==> src/rtl/pipe_reg_chain.sv <==
// pipe_reg_chain: parametrised elastic WIDTH x DEPTH valid/ready register chain.
// Each stage holds one payload word and a valid bit. Bubbles collapse while the
// tail is stalled. The chain supports back-pressure and a synchronous flush.
//
// Parameters:
//   WIDTH  payload width in bits (>=1)
//   DEPTH  number of register stages (>=1; 0 is rejected at elaboration)
//
// Ports:
//   clk        rising-edge clock
//   reset      synchronous active-low reset (clears valid bits and data)
//   flush      synchronous clear of all stage valid bits (data is kept)
//   in_valid   upstream data valid
//   in_ready   chain can accept in_data this cycle
//   in_data    upstream payload
//   out_valid  last stage holds valid data
//   out_ready  downstream accepts out_data this cycle
//   out_data   last-stage payload
//   occupancy  (only with PIPE_REG_CHAIN_OCC_EN) registered count of valid stages
//
// Optional feature macro: PIPE_REG_CHAIN_OCC_EN adds the occupancy output.
module pipe_reg_chain #(
  parameter int unsigned WIDTH = 8,
  parameter int unsigned DEPTH = 2
) (
  input  logic                       clk,
  input  logic                       reset,
  input  logic                       flush,
  input  logic                       in_valid,
  output logic                       in_ready,
  input  logic [WIDTH-1:0]           in_data,
  output logic                       out_valid,
  input  logic                       out_ready,
  output logic [WIDTH-1:0]           out_data
`ifdef PIPE_REG_CHAIN_OCC_EN
  ,
  output logic [$clog2(DEPTH+1)-1:0] occupancy
`endif
);

  if (DEPTH < 1 || WIDTH < 1) begin : g_bad_param
    $error("pipe_reg_chain: WIDTH and DEPTH must both be >= 1");
  end

  logic [WIDTH-1:0] data [DEPTH];
  logic [DEPTH-1:0] v;
  logic [DEPTH-1:0] v_next;
  logic [DEPTH-1:0] load;
  logic [DEPTH-1:0] rdy;
  logic             accept;

  // rdy[i] = !v[i] | rdy[i+1] with rdy[DEPTH] = out_ready, unrolled: a stage
  // can move when downstream accepts or any stage from i to the tail is empty.
  for (genvar g = 0; g < DEPTH; g++) begin : g_rdy
    assign rdy[g] = out_ready | ~(&v[DEPTH-1:g]);
  end

  assign in_ready  = rdy[0] & ~flush & reset;
  assign accept    = in_valid & in_ready;
  assign out_valid = v[DEPTH-1] & ~flush & reset;
  assign out_data  = data[DEPTH-1];

  // Next-state valid bits and per-stage data load enables. Data only loads
  // when the incoming valid is set, so idle stages keep their contents.
  always_comb begin
    v_next = v;
    load   = '0;
    if (rdy[0]) begin
      v_next[0] = accept;
      load[0]   = accept;
    end
    for (int unsigned i = 1; i < DEPTH; i++) begin
      if (rdy[i]) begin
        v_next[i] = v[i-1];
        load[i]   = v[i-1];
      end
    end
  end

  always_ff @(posedge clk) begin
    if (!reset) begin
      v <= '0;
      for (int unsigned i = 0; i < DEPTH; i++) begin
        data[i] <= '0;
      end
    end else if (flush) begin
      v <= '0;
    end else begin
      v <= v_next;
      if (load[0]) begin
        data[0] <= in_data;
      end
      for (int unsigned i = 1; i < DEPTH; i++) begin
        if (load[i]) begin
          data[i] <= data[i-1];
        end
      end
    end
  end

`ifdef PIPE_REG_CHAIN_OCC_EN
  localparam int unsigned OCC_W = $clog2(DEPTH + 1);

  logic [OCC_W-1:0] occ_next;

  always_comb begin
    occ_next = '0;
    for (int unsigned i = 0; i < DEPTH; i++) begin
      occ_next = occ_next + OCC_W'(v_next[i]);
    end
  end

  always_ff @(posedge clk) begin
    if (!reset) begin
      occupancy <= '0;
    end else if (flush) begin
      occupancy <= '0;
    end else begin
      occupancy <= occ_next;
    end
  end
`endif

endmodule

==> config.mk <==
export PLATFORM = sky130hd
export DESIGN_NAME = pipe_reg_chain
export DESIGN_NICKNAME = d
export VERILOG_FILES = /design/src/rtl/pipe_reg_chain.sv
export SDC_FILE = /design/constraint.sdc
export NUM_CORES = 1
export LEC_CHECK = 0
export ABC_AREA = 1
export CORE_AREA = 4 4 44 46
export CTS_CLUSTER_DIAMETER = 40
export DETAILED_ROUTE_END_ITERATION = 6
export DIE_AREA = 0 0 48 50
export DONT_BUFFER_PORTS = 1
export PLACE_DENSITY_LB_ADDON = 0.2
export SYNTH_ARGS = -nofsm -noshare
export SYNTH_HDL_FRONTEND = slang
export SYNTH_SLANG_ARGS = --single-unit
==> constraint.sdc <==
create_clock -name clk -period 3.5 [get_ports clk]
set_input_delay 0.35 -clock clk [delete_from_list [all_inputs] [get_ports clk]]
set_output_delay 0.35 -clock clk [all_outputs]
set_load 0.005 [all_outputs]
==> run_results.csv <==
group,metric,value,unit
finish,antennaDiodeCount,0,
floorplanning,floorplan.rows,14,
routing,vias_per_cell,4.97,
synth,synth_seq_cells,18,
global_route,grt.met3_usage,6.91,%
power,p_leak,0.000334,uW
setup_path,worstPathCellList,"nand3_2, nand3_4, nand2_1",
global_route,wire_length_of_the_first_global_routing_pass,1670,um
floorplanning,die-height,50,um
global_route,use_met2,13.7,%
synth,synthDistinctLibCells,14,
routing,antenna_left,0,
sta,setup_total_negative_slack,0,ps
setup_path,crit_arrival,1360,ps
clock_tree,cts_num_sinks,18,
synth,ys_seq_area_share,58.1,%
synth,syn_avg_cell_area,11.8,um2
power,ir_drop,0.330,mV
power,power_density_normalized_to_cell_area,447,nW/um2
sta,min_period_over_period,39.9,%
finish,drive_gt1_share,27.1,%
status,run_status,"complete, no violations",
sta,timing_worst_slew_pin_value,321,ps
sta,max_freq,716,MHz
sta,final_hold_viol_count,0,
clock_tree,cts_hold_repair.buffers,0,
routing,totalWireLength,970,um
sta,number_of_max_slew_violations_in_the_final_report,0,
hold_path,hold_class,"input port to flip-flop",
routing,route.vias.total,427,
power,total_power,389,uW
setup_path,launching_element_type_of_the_critical_path,"flip-flop",
floorplanning,die_w,48,um
global_route,grt-ovfl-total,0,
synth,post_synth_inst_count,76,
floorplanning,dieArea,2400,um2
sta,rsz_0062_raised_after_global_routing,"no",
routing,drt_iter0_drc,3,
setup_path,path_delay_family,"simple AND/OR/NAND/NOR gates",
setup_path,path_class,"flip-flop to flip-flop",
global_route,pin_count_of_the_biggest_net_entering_global_routing,19,
sta,finalSetupViolations,0,
global_route,initial_antenna_violation_count,0,
global_route,gr-usage-all-layers,10.3,%
global_route,grt_busiest_layer,"met2",
placement,port-buffer-count,0,
floorplanning,num_io_pins,23,
clock_tree,cts_max_path_buffers,2,
setup_path,crit_path_max_incr_delay,370,ps
floorplanning,floorplan.core_area,1510,um2
clock_tree,cts_post_setup_buffers_inserted,0,
synth,synth_warnings,0,
synth,postSynthNetCount,89,
clock_tree,cts-root-buf,"sky130_fd_sc_hd__clkbuf_4",
sta,final_period_minus_worst_setup_slack,1400,ps
sta,max-slew-margin-rel,78.5,%
setup_path,crit_buf_inv,0,
placement,hpwl,712,um
clock_tree,ctsResizeCount,0,
global_route,groute.layer.met1.usage,13.0,%
finish,synthToLayoutAreaGrowth,-2.93,%
floorplanning,initial_core_util,59.5,%
setup_path,crit_slowest_cell,"sky130_fd_sc_hd__dfxtp_1",
clock_tree,tritoncts_buffers,3,
routing,firstDrtPassIters,4,
routing,drc,0,
synth,mappedNetlistArea,896,um2
clock_tree,clock_tree_from_tritoncts,"built",
setup_path,worstPathRequired,3460,ps
routing,wl_per_cell,11.3,um
clock_tree,h-tree-depth,1,
setup_path,worst-path-max-fanout,18,
clock_tree,insertion_delay,280,ps
clock_tree,cts.clk_slew.worst_paths,90,ps
job,max_cap_check_violation_count,0,
global_route,grt_pass1_vias,389,
setup_path,type_of_destination_of_the_critical_path,"flip-flop",
finish,fin_nets,84,
placement,finalWeightedCongestion,0.750,
sta,fin_worst_skew,2.45,ps
cells in the mapped netlist:
cell type                   n  area, um2
sky130_fd_sc_hd__nand3_2    1       10.0
sky130_fd_sc_hd__nor2_1     2       7.51
sky130_fd_sc_hd__nand3_4    2       35.0
sky130_fd_sc_hd__a21oi_1    8       40.0
sky130_fd_sc_hd__nand2_1    3       11.3
sky130_fd_sc_hd__edfxtp_1  16        480
sky130_fd_sc_hd__a31oi_1    1       6.26
sky130_fd_sc_hd__inv_1     19       71.3
sky130_fd_sc_hd__nor2_8     1       20.0
sky130_fd_sc_hd__a21oi_2   10       87.6
sky130_fd_sc_hd__buf_6      2       22.5
sky130_fd_sc_hd__buf_4      8       60.1
sky130_fd_sc_hd__dfxtp_1    2       40.0
sky130_fd_sc_hd__inv_2      1       3.75
cells by family (layout without fill, tap and decap cells):
group / after synthesis / in the layout / synth area share (%)
buffers and inverters: 30 / 24 / 17.6
AND/OR/NAND/NOR: 9 / 9 / 9.36
AO/OA/AOI/OAI: 19 / 19 / 14.9
flip-flops: 18 / 18 / 58.1
through the flow:
step / utilization (%) / setup WS [ps] / hold slack (ps) / instances / cell area (um2)
finish: 57.7 / 2100 / 284 / 86 / 870
global route: 57.7 / 1980 / 263 / 86 / 870
CTS: 57.7 / 2080 / 274 / 86 / 870
detailed placement: 55.3 / 2060 / 552 / 82 / 833
global placement: 55.3 / 2060 / 546 / 82 / 833
floorplan: - / 2180 / 529 / 76 / 896
cell type report:
type                    instances  area, um2
inverters                      20       75.1
fillers                       146        637
multi-input cells              28        218
well taps                      16       20.0
flip-flops and latches         18        520
clock buffers                   4       36.3
per-layer routing:
metal	vias up	wire [um]
met3	2	58
met2	19	415
met4	0	9
met5	-	0
met1	178	487
li1	228	-
sequential cells by signal, indices dropped and copies added (netlist names):
signal / cells
v: 2
data: 16
path summary, 6_finish.rpt:
kind	slack, ps	cells past startpoint	start	endpoint
setup reg to reg	2100	3	v[0]	data[0][7]
hold / removal	280	2	in_data[5]	data[0][5]
hold reg to reg	570	2	data[0][6]	data[0][14]
setup / recovery	2100	3	v[0]	data[0][7]
placed cells by master (no fill, tap or decap):
cell / Yosys / layout
sky130_fd_sc_hd__inv_1: 19 / 19
sky130_fd_sc_hd__edfxtp_1: 16 / 16
sky130_fd_sc_hd__a21oi_2: 10 / 10
sky130_fd_sc_hd__a21oi_1: 8 / 8
sky130_fd_sc_hd__nand2_1: 3 / 3
sky130_fd_sc_hd__clkbuf_4: 0 / 3
sky130_fd_sc_hd__nand3_4: 2 / 2
sky130_fd_sc_hd__nor2_1: 2 / 2
sky130_fd_sc_hd__dfxtp_1: 2 / 2
sky130_fd_sc_hd__nand3_2: 1 / 1
sky130_fd_sc_hd__inv_2: 1 / 1
sky130_fd_sc_hd__nor2_8: 1 / 1
sky130_fd_sc_hd__a31oi_1: 1 / 1
sky130_fd_sc_hd__clkbuf_8: 0 / 1
report_power, final:
| part | switching (uW) | internal (uW) | leakage [uW] |
|---|---|---|---|
| sequential | 3.56 | 244 | 0.000183 |
| clock | 57.0 | 63.3 | 0.0000210 |
| combinational | 14.7 | 6.22 | 0.000130 |
| total | 75.2 | 314 | 0.000334 |
worst reg2reg max path, stage by stage (launching register included):
cell and delay [ps]:
sky130_fd_sc_hd__dfxtp_1 370, sky130_fd_sc_hd__nand3_2 130, sky130_fd_sc_hd__nand3_4 230, sky130_fd_sc_hd__nand2_1 350
No activity file was read; power rests on OpenSTA's default activity.
